### src/rtl/mc_ctrl_pkg.sv
`default_nettype none
// ============================================================================
// Module      : mc_ctrl_pkg
// Description : Shared encodings for the multicycle main control FSM:
//               opcodes, ALU-operation select codes (also consumed by the
//               ALU control decoder), datapath mux encodings, state enum.
// Revision    : 1.0 - initial release
// ============================================================================
package mc_ctrl_pkg;

    // Instruction opcodes (instr[31:26])
    localparam logic [5:0] OP_R    = 6'b000000;
    localparam logic [5:0] OP_ADDI = 6'b001000;
    localparam logic [5:0] OP_ORI  = 6'b001101;
    localparam logic [5:0] OP_ANDI = 6'b001100;
    localparam logic [5:0] OP_SLTI = 6'b001010;
    localparam logic [5:0] OP_LW   = 6'b100011;
    localparam logic [5:0] OP_SW   = 6'b101011;
    localparam logic [5:0] OP_BEQ  = 6'b000100;
    localparam logic [5:0] OP_J    = 6'b000010;

    // ALU-operation class handed to the ALU control decoder
    localparam logic [2:0] ALU_RTYPE = 3'b000;
    localparam logic [2:0] ALU_ADD   = 3'b001;
    localparam logic [2:0] ALU_OR    = 3'b010;
    localparam logic [2:0] ALU_AND   = 3'b011;
    localparam logic [2:0] ALU_SLT   = 3'b100;
    localparam logic [2:0] ALU_SUB   = 3'b101;

    // ALU operand B select
    localparam logic [1:0] SRCB_REGB    = 2'b00;
    localparam logic [1:0] SRCB_FOUR    = 2'b01;
    localparam logic [1:0] SRCB_IMM     = 2'b10;
    localparam logic [1:0] SRCB_IMM_SH2 = 2'b11;

    // PC source select
    localparam logic [1:0] PCSRC_ALU    = 2'b00;
    localparam logic [1:0] PCSRC_ALUOUT = 2'b01;
    localparam logic [1:0] PCSRC_JUMP   = 2'b10;

    typedef enum logic [3:0] {
        ST_RESET    = 4'd0,
        ST_FETCH    = 4'd1,
        ST_DECODE   = 4'd2,
        ST_MEMADDR  = 4'd3,
        ST_MEMREAD  = 4'd4,
        ST_MEMWB    = 4'd5,
        ST_MEMWRITE = 4'd6,
        ST_EXEC_R   = 4'd7,
        ST_RWB      = 4'd8,
        ST_EXEC_I   = 4'd9,
        ST_IWB      = 4'd10,
        ST_BRANCH   = 4'd11,
        ST_JUMP     = 4'd12,
        ST_TRAP     = 4'd13
    } state_t;

endpackage : mc_ctrl_pkg
`default_nettype wire

### src/rtl/mc_main_control_opdec.sv
`default_nettype none
// ============================================================================
// Module      : mc_opdec
// Description : Combinational opcode decoder. Maps an opcode to the state
//               that follows DECODE, a legal flag, the immediate-class ALU
//               select and a store flag (selects MEMWRITE after MEMADDR).
// Ports       : opcode_i   - 6-bit opcode
//               next_o     - dispatch state out of DECODE (ST_TRAP if illegal)
//               legal_o    - opcode is one of the supported instructions
//               sel_alu_o  - ALU class used in EXEC_I (ADD for non-I ops)
//               is_store_o - opcode is SW
// Revision    : 1.0 - initial release
// ============================================================================
module mc_opdec
    import mc_ctrl_pkg::*;
(
    input  logic [5:0] opcode_i,
    output state_t     next_o,
    output logic       legal_o,
    output logic [2:0] sel_alu_o,
    output logic       is_store_o
);

    always_comb begin
        next_o     = ST_TRAP;
        legal_o    = 1'b1;
        sel_alu_o  = ALU_ADD;
        is_store_o = 1'b0;
        case (opcode_i)
            OP_LW:   next_o = ST_MEMADDR;
            OP_SW: begin
                next_o     = ST_MEMADDR;
                is_store_o = 1'b1;
            end
            OP_R:    next_o = ST_EXEC_R;
            OP_ADDI: next_o = ST_EXEC_I;
            OP_ORI: begin
                next_o    = ST_EXEC_I;
                sel_alu_o = ALU_OR;
            end
            OP_ANDI: begin
                next_o    = ST_EXEC_I;
                sel_alu_o = ALU_AND;
            end
            OP_SLTI: begin
                next_o    = ST_EXEC_I;
                sel_alu_o = ALU_SLT;
            end
            OP_BEQ:  next_o = ST_BRANCH;
            OP_J:    next_o = ST_JUMP;
            default: legal_o = 1'b0;
        endcase
    end

endmodule : mc_opdec
`default_nettype wire

### src/rtl/mc_main_control.sv
`default_nettype none
// ============================================================================
// Module      : mc_main_control
// Description : Multicycle main control FSM for the MIPS-subset core.
//               Sequences fetch/decode/execute/memory/writeback, drives the
//               ALU-operation class and all datapath enables/muxes, and
//               counts retired instructions. Outputs are Moore, except the
//               FETCH ir_write/pc_write which qualify on mem_ready.
// Ports       : clk, rst_n (async active-low)
//               opcode, mem_ready            - inputs
//               sel_alu, pc_*, i_or_d, mem_*, ir_write, reg_*, mem_to_reg,
//               alu_src_a/b                  - datapath control
//               illegal                      - sticky illegal-opcode flag
//               instr_count                  - retired instructions (wraps)
// Revision    : 1.0 - initial release
// ============================================================================
module mc_main_control
    import mc_ctrl_pkg::*;
#(
    parameter int CNT_W = 32
) (
    input  logic             clk,
    input  logic             rst_n,
    input  logic [5:0]       opcode,
    input  logic             mem_ready,
    output logic [2:0]       sel_alu,
    output logic             pc_write,
    output logic             pc_write_cond,
    output logic [1:0]       pc_src,
    output logic             i_or_d,
    output logic             mem_read,
    output logic             mem_write,
    output logic             ir_write,
    output logic             reg_dst,
    output logic             mem_to_reg,
    output logic             reg_write,
    output logic             alu_src_a,
    output logic [1:0]       alu_src_b,
    output logic             illegal,
    output logic [CNT_W-1:0] instr_count
);

    state_t             state_q, state_d;
    logic [5:0]         op_q, op_d;
    logic               illegal_q, illegal_d;
    logic [CNT_W-1:0]   instr_count_q, instr_count_d;
    logic               w_retire;

    // Dispatch decode on the live opcode (used only in DECODE)
    state_t             w_dec_next;
    logic               w_dec_legal;
    logic [2:0]         w_dec_sel;
    logic               w_dec_store;

    // Decode of the latched opcode for the later cycles of the instruction
    state_t             w_op_next;
    logic               w_op_legal;
    logic [2:0]         w_op_sel;
    logic               w_op_store;

    mc_opdec u_dec_in (
        .opcode_i   (opcode),
        .next_o     (w_dec_next),
        .legal_o    (w_dec_legal),
        .sel_alu_o  (w_dec_sel),
        .is_store_o (w_dec_store)
    );

    mc_opdec u_dec_op (
        .opcode_i   (op_q),
        .next_o     (w_op_next),
        .legal_o    (w_op_legal),
        .sel_alu_o  (w_op_sel),
        .is_store_o (w_op_store)
    );

    // Decoder outputs that this FSM has no use for in the given context
    logic w_unused_dec;
    assign w_unused_dec = ^{w_dec_sel, w_dec_store, w_op_next, w_op_legal};

    always_ff @(posedge clk or negedge rst_n) begin
        if (!rst_n) begin
            state_q       <= ST_RESET;
            op_q          <= '0;
            illegal_q     <= 1'b0;
            instr_count_q <= '0;
        end else begin
            state_q       <= state_d;
            op_q          <= op_d;
            illegal_q     <= illegal_d;
            instr_count_q <= instr_count_d;
        end
    end

    always_comb begin
        state_d       = state_q;
        op_d          = op_q;
        illegal_d     = illegal_q;
        w_retire      = 1'b0;
        sel_alu       = ALU_RTYPE;
        pc_write      = 1'b0;
        pc_write_cond = 1'b0;
        pc_src        = PCSRC_ALU;
        i_or_d        = 1'b0;
        mem_read      = 1'b0;
        mem_write     = 1'b0;
        ir_write      = 1'b0;
        reg_dst       = 1'b0;
        mem_to_reg    = 1'b0;
        reg_write     = 1'b0;
        alu_src_a     = 1'b0;
        alu_src_b     = SRCB_REGB;

        case (state_q)
            ST_RESET: state_d = ST_FETCH;
            ST_FETCH: begin
                mem_read  = 1'b1;
                alu_src_b = SRCB_FOUR;
                sel_alu   = ALU_ADD;
                // IR and PC load only on the cycle the read completes
                if (mem_ready) begin
                    ir_write = 1'b1;
                    pc_write = 1'b1;
                    state_d  = ST_DECODE;
                end
            end
            ST_DECODE: begin
                // Speculatively form the branch target into ALUOut
                alu_src_b = SRCB_IMM_SH2;
                sel_alu   = ALU_ADD;
                op_d      = opcode;
                state_d   = w_dec_next;
                if (!w_dec_legal) begin
                    illegal_d = 1'b1;
                end
            end
            ST_MEMADDR: begin
                alu_src_a = 1'b1;
                alu_src_b = SRCB_IMM;
                sel_alu   = ALU_ADD;
                state_d   = w_op_store ? ST_MEMWRITE : ST_MEMREAD;
            end
            ST_MEMREAD: begin
                i_or_d   = 1'b1;
                mem_read = 1'b1;
                if (mem_ready) begin
                    state_d = ST_MEMWB;
                end
            end
            ST_MEMWB: begin
                reg_write  = 1'b1;
                mem_to_reg = 1'b1;
                state_d    = ST_FETCH;
                w_retire   = 1'b1;
            end
            ST_MEMWRITE: begin
                i_or_d    = 1'b1;
                mem_write = 1'b1;
                if (mem_ready) begin
                    state_d  = ST_FETCH;
                    w_retire = 1'b1;
                end
            end
            ST_EXEC_R: begin
                alu_src_a = 1'b1;
                alu_src_b = SRCB_REGB;
                sel_alu   = ALU_RTYPE;
                state_d   = ST_RWB;
            end
            ST_RWB: begin
                reg_write = 1'b1;
                reg_dst   = 1'b1;
                state_d   = ST_FETCH;
                w_retire  = 1'b1;
            end
            ST_EXEC_I: begin
                alu_src_a = 1'b1;
                alu_src_b = SRCB_IMM;
                sel_alu   = w_op_sel;
                state_d   = ST_IWB;
            end
            ST_IWB: begin
                reg_write = 1'b1;
                state_d   = ST_FETCH;
                w_retire  = 1'b1;
            end
            ST_BRANCH: begin
                alu_src_a     = 1'b1;
                alu_src_b     = SRCB_REGB;
                sel_alu       = ALU_SUB;
                pc_write_cond = 1'b1;
                pc_src        = PCSRC_ALUOUT;
                state_d       = ST_FETCH;
                w_retire      = 1'b1;
            end
            ST_JUMP: begin
                pc_write = 1'b1;
                pc_src   = PCSRC_JUMP;
                state_d  = ST_FETCH;
                w_retire = 1'b1;
            end
            ST_TRAP: state_d = ST_TRAP;
            default: state_d = ST_RESET;
        endcase

        instr_count_d = instr_count_q;
        if (w_retire) begin
            instr_count_d = instr_count_q + {{(CNT_W-1){1'b0}}, 1'b1};
        end
    end

    assign illegal     = illegal_q;
    assign instr_count = instr_count_q;

endmodule : mc_main_control
`default_nettype wire

### config.mk
export PLATFORM = sky130hd
export DESIGN_NAME = mc_main_control
export DESIGN_NICKNAME = d
export VERILOG_FILES = /design/src/rtl/mc_ctrl_pkg.sv /design/src/rtl/mc_main_control_opdec.sv /design/src/rtl/mc_main_control.sv
export SDC_FILE = /design/constraint.sdc
export NUM_CORES = 1
export LEC_CHECK = 0
export CAP_MARGIN = 30
export CELL_PAD_IN_SITES_DETAIL_PLACEMENT = 1
export CELL_PAD_IN_SITES_GLOBAL_PLACEMENT = 1
export CORE_ASPECT_RATIO = 2
export CORE_UTILIZATION = 40
export DETAILED_ROUTE_END_ITERATION = 12
export GPL_TIMING_DRIVEN = 0
export PLACE_DENSITY_LB_ADDON = 0.1
export SYNTH_ARGS = -nofsm -noshare
export SYNTH_HDL_FRONTEND = slang
export SYNTH_SLANG_ARGS = --single-unit
### constraint.sdc
create_clock -name clk -period 4.4 [get_ports clk]
set_input_delay 0.44 -clock clk [delete_from_list [all_inputs] [get_ports clk]]
set_output_delay 0.44 -clock clk [all_outputs]
set_load 0.05 [all_outputs]
==> metrics.csv, run 1 <==
metric,value,unit
num_rows,38,
routedWlPerCell,16.6,µm
coreArea,0.00542,mm²
antenna_found_initial,0,
first_pass_iters,4,
ios,59,
power_density,595,mW/mm²
critPathSlowestCell,clkdlybuf4s50_1,
fin_skew,0.00574,ns
synth_edf_count,0,
hpwl,4440,µm
start_kind,register,
synthSimpleGateAreaFrac,24.0,%
yosysWarnings,0,
synth.area.top_cells,"dfrtp_1, xnor2_1, nand3_1, mux2_2, nand2_1",
finalHoldViolations,0,
num_antenna_cells,0,
clock_latency,0.30,ns
status,finished clean,
crit_buf_inv,3,
vias,1937,
clockBufferDepth,2,
final_max_slew_viol_count,0,
cts_resized,0,
rsz0062_at_grt,false,
seq_area_frac_synth,47.9,%
synth_compound_area_share,7.62,%
fin_crit,2.86,ns
setup_viol,0,
tns,0,ns
netlist_instances,223,
grt_pass1_vias,2036,
nNetsFinal,300,
synth_common_cells,"dfrtp_1, xnor2_1, nand3_1, nand2_1, nor2_1",
holdPathEnd,instr_count[31],
min_from,instr_count[31],
ys.flop_type,dfrtp_1,
maxCapViolations,0,
required,3.96,ns
io_buffers,58,
cts_tree,done,
synth_top_area_share,47.9,%
drc,0,
finalNonFillerCells,351,
crit_type,reg2out,
fin_crit_sh,65.1,%
antenna_left,0,
syn_avg_cell_area,10.1,µm²
clk_pin_slew_worst_paths,0.08,ns
synth.distinct_cells,41,
arrival,2.42,ns
worst_pin_slew,0.514,ns
crit_family,buffers and inverters,
initial_utilization,41.5,%
synthXorXnorAreaFrac,12.5,%
grt.total_usage,22.3,%
dp.cells,342,
synthArstFlopShare,100,%
synth_area,0.00225,mm²
grt_max_degree,34,
r2r_slack,2.47,ns
die_height,108,µm
syn_nets,233,
synth_top_family_by_area,simple AND/OR/NAND/NOR gates,
synthMostInstantiatedCell,dfrtp_1,
holdBufCountCts,1,
drive_gt1_share,10.7,%
place_congestion,0.798,
grt_pass1_wl,9540,µm
synthAdderAreaFrac,0.556,%
routed_via_density,5.52,
worst-path-max-fanout,10,
r2r_end,state_q[2],
die_x,55.0,µm
synthMuxAreaShare,3.51,%
vdd_ir_drop_max,633,µV
slew_headroom,65.6,%
area_growth,35.5,%
synth_seq_cells,43,
cts_setup_buffers,0,
root_buffer,clkbuf_8,
cts-htree-levels,2,
worstPathCellList,clkbuf_1 -> nand2_1 -> nor2_1 -> buf_4 -> clkdlybuf4s50_1,
hp-class,reg2reg,
post-synth-top-area-cell,dfrtp_1,
fmax,349,MHz
numClockSinks,43,
postRouteWirelength,5830,µm
r2r_cells,6,
end_kind,primary output,
dieArea,0.00594,mm²
slowest_delay,0.79,ns
hold_depth,1,
leakage,1.22,nW
numCtsBuffers,5,
dr.first_iter.drc_count,26,
grt_overflow,0,
worstReg2RegStart,state_q[3],
[cells in the final DEF (no fill, tap or decap), types with 3 or more instances in the layout]
cell type	instances
and4_1	3
mux2_2	7
o21ai_0	7
nor2b_1	5
nor2_1	15
buf_6	4
xnor2_1	30
and3_1	7
nand3_1	20
nand2_1	18
nand2b_1	4
clkbuf_8	6
dfrtp_1	43
nand4_1	8
nor3_1	12
clkdlybuf4s50_1	57
buf_2	3
a21oi_1	4
[per-layer routing]
metal,vias to the layer above,wire length [µm],track usage [%]
li1,913,-,-
met1,955,2090,22.0
met2,56,3300,40.0
met3,13,188,4.08
met4,0,248,13.2
met5,-,0,0
[flip-flops by register name, indices dropped and copies added, names as in the netlist]
signal,cells
illegal,1
instr_count,32
op_q,6
state_q,4
[through the flow]
step           instance area (µm²)  hold slack [ns]  power (W)  setup slack, ns  utilization, %
6_report                      3050            0.470    0.00181             1.54            56.2
3_3_place_gp                  2900            0.458    0.00149             1.73            53.6
5_1_grt                       3050            0.502    0.00191             1.41            56.2
2_1_floorplan                 2250            0.144    0.00120             1.68               -
4_1_cts                       3050            0.478    0.00183             1.52            56.2
3_5_place_dp                  2920            0.331    0.00150             1.79            53.9
[how the worst max path moves through the flow]
| stage | from | end | slack (ns) | cells after the start |
|---|---|---|---|---|
| after floorplan | state_q[3] | pc_write | 1.68 | 4 |
| after global placement | rst_n | op_q[3] | 1.73 | 1 |
| after detailed placement | mem_ready | pc_write | 1.79 | 5 |
| after CTS | state_q[3] | pc_src[0] | 1.52 | 5 |
| after global routing | state_q[3] | pc_src[0] | 1.41 | 5 |
| final | state_q[3] | pc_src[0] | 1.54 | 5 |
[power breakdown]
part	internal, W	leakage, nW	total, W	switching, W
sequential	0.000472	0.568	0.000538	0.0000656
clock	0.000184	0.0612	0.000324	0.000140
combinational	0.000326	0.594	0.000952	0.000626
total	0.000982	1.22	0.00181	0.000832
[kinds of logic after synthesis]
group,after synthesis
xor gates and xnor gates,32
and+or+nand+nor,102
adders and majority gates,1
muxes,7
buffers and inverters,13
AOI/OAI and AO/OA,25
DFF,43
[cell type report]
type | instances | area (µm²)
Fill cell | 631 | 2370
Buffer | 11 | 81.3
Inverter | 2 | 7.51
Clock inverter | 2 | 35.0
Multi-Input combinational cell | 167 | 1080
Tap cell | 60 | 75.1
Sequential cell | 43 | 1080
Clock buffer | 6 | 82.6
Timing Repair Buffer | 60 | 606
(Power assumes the default switching activity.)
==> run 2: changes to the inputs <==
CORE_UTILIZATION = 37   (was 40)
clock period = 2.76 ns   (was 4.4 ns; I/O delays follow)
==> metrics.csv, run 2 (synthesis results as in run 1) <==
metric,value,unit,change
coreArea,0.00581,mm²,+7.1%
final_max_slew_viol_count,0,,unchanged
vdd_ir_drop_max,642,µV,+1.4%
cts_setup_buffers,0,,unchanged
power_density,959,mW/mm²,+61%
setup_viol,0,,unchanged
vias,1927,,-0.52%
post-route-util,52.9,%,-3.4 points
numCtsBuffers,5,,unchanged
status,finished with violations,,
fin_crit_sh,95.9,%,
ios,59,,unchanged
layout_commonest_cell,clkdlybuf4s50_1,,
nNetsFinal,300,,unchanged
dieArea,0.00641,mm²,+7.9%
slew_headroom,66.2,%,+0.60 points
routedWlPerCell,16.9,µm,+1.8%
failed_checks,design-rule violations,,
tns,0,ns,unchanged
clockBufferDepth,2,,unchanged
worst_pin_slew,0.502,ns,-0.0120 ns
routed_via_density,5.47,,-0.80%
busiest_layer,met2,,
finalHoldViolations,0,,unchanged
place_congestion,0.792,,-0.73%
end_kind,primary output,,
grt_pass1_vias,2039,,+0.15%
rsz0062_at_grt,false,,
arrival,2.37,ns,-0.05 ns
fin_crit,2.65,ns,
grt.total_usage,20.0,%,-2.3 points
use_met2,39.7,%,-0.33 points
first_pass_iters,8,,+4
clock_latency,0.29,ns,about the same
hpwl,4590,µm,+3.2%
clk_pin_slew_worst_paths,0.06,ns,-0.02 ns
grt_overflow,0,,unchanged
cts-htree-levels,2,,unchanged
num_antenna_cells,0,,unchanged
numClockSinks,43,,unchanged
use_met1,19.1,%,-2.9 points
p_total,0.00294,W,+62%
most-common-layout-cells,"clkdlybuf4s50_1, dfrtp_1, xnor2_1",,
grt_pass1_wl,9770,µm,+2.5%
ff_latch_area,0.00108,mm²,unchanged
hp-class,in2async,,
postRouteWirelength,5950,µm,+2.1%
start_kind,register,,
required,2.48,ns,-1.48 ns
leakage,1.23,nW,+0.78%
drc,10,,+10
antenna_found_initial,0,,unchanged
drive_gt1_share,10.3,%,-0.34 points
fin_skew,0.00400,ns,-0.00174 ns
largest_register_ff_count,32,,unchanged
die_x,57.1,µm,+3.8%
crit_type,reg2out,,
grt_use_met3,4.03,%,-0.047 points
multi_input_area,0.00108,mm²,unchanged
initial_utilization,38.7,%,-2.8 points
worst-path-max-fanout,10,,unchanged
root_buffer,clkbuf_16,,
antenna_left,0,,unchanged
cts_tree,done,,
area_growth,36.5,%,
die_height,112,µm,+3.9%
num_rows,39,,+2.6%
n_fill_cell,647,,+2.5%
grt_max_degree,31,,-8.8%
io_buffers,58,,unchanged
maxCapViolations,0,,unchanged
fmax,378,MHz,
dr.first_iter.drc_count,63,,+140%
-- run 2: changes by cell type in the layout (fill, tap and decap cells not counted), sizes merged --
| cell | change |
|---|---|
| clkbuf | +2 |
| buf | -1 |
| bufinv | -1 |
-- run 2: critical path, cell delays in order, from the launching register on --
cell and delay (ns):
dfrtp_1 0.39, clkbuf_1 0.35, nand2_1 0.20, nor3_1 0.21, or2_2 0.15, clkdlybuf4s50_1 0.79
-- run 2: final cells by class --
cell class	count	area share (%)
Clock buffer	7	4.32
Tap cell	61	2.49
Sequential cell	43	35.1
Inverter	2	0.245
Clock inverter	1	0.163
Timing Repair Buffer	60	19.7
Multi-Input combinational cell	167	35.3
Buffer	11	2.69
-- run 2: report_power, final --
| part | internal, W | leakage (nW) | total, W | switching, W |
|---|---|---|---|---|
| Clock | 0.000334 | 0.0679 | 0.000565 | 0.000231 |
| Combinational | 0.000522 | 0.597 | 0.00151 | 0.000992 |
| Sequential | 0.000754 | 0.568 | 0.000865 | 0.000111 |
| Total | 0.00161 | 1.23 | 0.00294 | 0.00133 |
-- run 2: through the flow --
step | hold WS [ns] | cells | worst slack (ns) | area, µm²
5_1_grt | 0.467 | 352 | 0.00280 | 3070
6_report | 0.429 | 352 | 0.112 | 3070
3_3_place_gp | 0.456 | 342 | 0.216 | 2910
2_1_floorplan | -0.0196 | 223 | 0.205 | 2250
4_1_cts | 0.441 | 352 | 0.0906 | 3070
3_5_place_dp | 0.200 | 343 | 0.416 | 2920
-- run 2: final timing paths --
path | cells after the start | end | start | slack [ns]
max | 5 | pc_write | state_q[3] | 0.11
min in group clk | 1 | illegal | illegal | 0.48
max reg2reg | 6 | state_q[2] | state_q[3] | 0.86
min | 2 | instr_count[17] | rst_n | 0.43
min reg2reg | 1 | illegal | illegal | 0.48
max in group asynchronous | 3 | op_q[0] | rst_n | 1.85
-- run 2: layer usage --
layer	part of all wire [%]	wire length, µm
met1	36	2150
met2	59	3510
met3	3.4	200
met4	1.6	96
met5	0	0
-- run 2: timing repair --
| action | in CTS | in global routing |
|---|---|---|
| gates resized for setup | 0 | 1 |
| endpoints found under the hold margin | 13 | 0 |
| hold buffers | 1 | 0 |
| setup endpoints to repair | 0 | 2 |
==> run 3: changes to the inputs <==
PLACE_DENSITY = 0.76   (was unset)
PLACE_DENSITY_LB_ADDON = unset   (was 0.1)
==> metrics.csv, run 3 (synthesis results as in run 1) <==
metric,value,unit,change
status,finished with violations,,
failed_checks,design-rule violations,,
routedWlPerCell,16.8,µm,-0.45%
nNetsFinal,300,,unchanged
required,2.48,ns,about the same
numClockSinks,43,,unchanged
largest_register_ff_count,32,,unchanged
arrival,2.28,ns,-0.09 ns
cts_setup_buffers,0,,unchanged
drc,10,,unchanged
grt_pass1_vias,2030,,-0.44%
coreArea,0.00581,mm²,unchanged
num_rows,39,,unchanged
fin_crit,2.56,ns,-0.0910 ns
hold_slack,0.442,ns,+0.0134 ns
layout_commonest_cell,clkdlybuf4s50_1,,
initial_utilization,38.7,%,unchanged
clk_pin_slew_worst_paths,0.06,ns,about the same
slowest_delay,0.82,ns,+0.03 ns
rsz0062_at_grt,false,,
num_antenna_cells,0,,unchanged
start_kind,register,,
cts-htree-levels,2,,unchanged
most-common-layout-cells,"clkdlybuf4s50_1, dfrtp_1, xnor2_1",,
root_buffer,clkbuf_16,,
clockBufferDepth,2,,unchanged
cts_tree,done,,
leakage,1.34,nW,+8.5%
busiest_layer,met2,,
n_fill_cell,667,,+3.1%
use_met1,19.9,%,+0.81 points
ios,59,,unchanged
hp-class,in2async,,
worstPathCellList,clkbuf_1 -> nand2_1 -> o22ai_1 -> clkdlybuf4s50_1,,
fmax,391,MHz,+3.6%
grt_overflow,0,,unchanged
final_max_slew_viol_count,0,,unchanged
maxCapViolations,0,,unchanged
die_x,57.1,µm,unchanged
fin_skew,0.00375,ns,-0.000248 ns
grt_use_met3,2.53,%,-1.5 points
power_density,950,mW/mm²,-0.91%
hpwl,4630,µm,+0.99%
place_congestion,0.785,,-0.91%
fin_crit_sh,92.6,%,-3.3 points
die_height,112,µm,unchanged
grt.total_usage,19.9,%,-0.14 points
io_buffers,58,,unchanged
tns,0,ns,unchanged
finalHoldViolations,0,,unchanged
dr.first_iter.drc_count,46,,-27%
crit_type,reg2out,,
end_kind,primary output,,
postRouteWirelength,5920,µm,-0.45%
dieArea,0.00641,mm²,unchanged
numCtsBuffers,5,,unchanged
setup_viol,0,,unchanged
grt_max_degree,29,,-6.5%
routed_via_density,5.47,,about the same
first_pass_iters,8,,unchanged
clock_latency,0.28,ns,about the same
antenna_left,0,,unchanged
critPathSlowestCell,clkdlybuf4s50_1,,
grt_pass1_wl,9820,µm,+0.49%
antenna_found_initial,0,,unchanged
vdd_ir_drop_max,840,µV,+31%
vias,1926,,-0.052%
use_met2,38.7,%,-1.0 points
slew_headroom,65.1,%,-1.1 points
worst_pin_slew,0.522,ns,+0.0200 ns
worst-path-max-fanout,10,,unchanged
p_total,0.00294,W,-0.26%
area_growth,37.4,%,
drive_gt1_share,10.3,%,unchanged
## run 3: cell count changes in the layout (fill, tap and decap cells not counted)
cell             previous run  this run
buf_1                       0         1
clkbuf_2                    1         0
clkdlybuf4s50_1            57        50
clkbuf_1                    4         3
dlymetal6s2s_1              0         7
clkinvlp_4                  0         1
## run 3: routing by layer
layer / routed length (µm) / vias up
met4: 188 / 0
met5: 0 / -
met3: 125 / 13
met2: 3480 / 45
li1: - / 915
met1: 2130 / 953
## run 3: final cells by class
cell class,instances,area (µm²),share of cell area [%]
Tap cell,61,76.3,2.47
Clock buffer,6,129,4.17
Sequential cell,43,1080,34.8
Timing Repair Buffer,60,623,20.2
Buffer,11,81.3,2.63
Multi-Input combinational cell,167,1080,35.1
Inverter,2,7.51,0.243
Clock inverter,2,12.5,0.405
## run 3: repair_timing
item | CTS | global route
hold buffers | 1 | 0
endpoints found under the setup margin | 0 | 7
gates resized for setup | 0 | 7
hold endpoints to repair | 15 | 0
## run 3: path summary, 6_finish.rpt
kind	slack, ns	cells past startpoint	to	from
max	0.20	4	reg_write	state_q[3]
min	0.44	2	instr_count[6]	rst_n
max reg2reg	0.84	6	state_q[2]	state_q[3]
min reg2reg	0.46	1	illegal	illegal
max in group asynchronous	1.84	3	instr_count[0]	rst_n
min in group clk	0.46	1	illegal	illegal
## run 3: through the flow
step	instance area (µm²)	setup slack [ns]	std cells	util (%)
final	3090	0.203	352	53.2
after global routing	3090	0.0487	352	53.2
after CTS	3070	0.0466	352	52.9
after detailed placement	2920	0.372	343	50.3
after global placement	2910	0.187	342	50.0
after floorplan	2250	0.205	223	-
## run 3: where the power goes
part	internal [W]	switching (W)
clock network	0.000334	0.000235
logic	0.000518	0.000986
registers	0.000754	0.000110
## run 3: critical path, delay by kind of cell, from the launching register on
kind,cells,cell delay [ns]
flip-flops,1,0.40
buffers and inverters,2,1.16
AO/OA/AOI/OAI,1,0.20
AND/OR/NAND/NOR,1,0.22
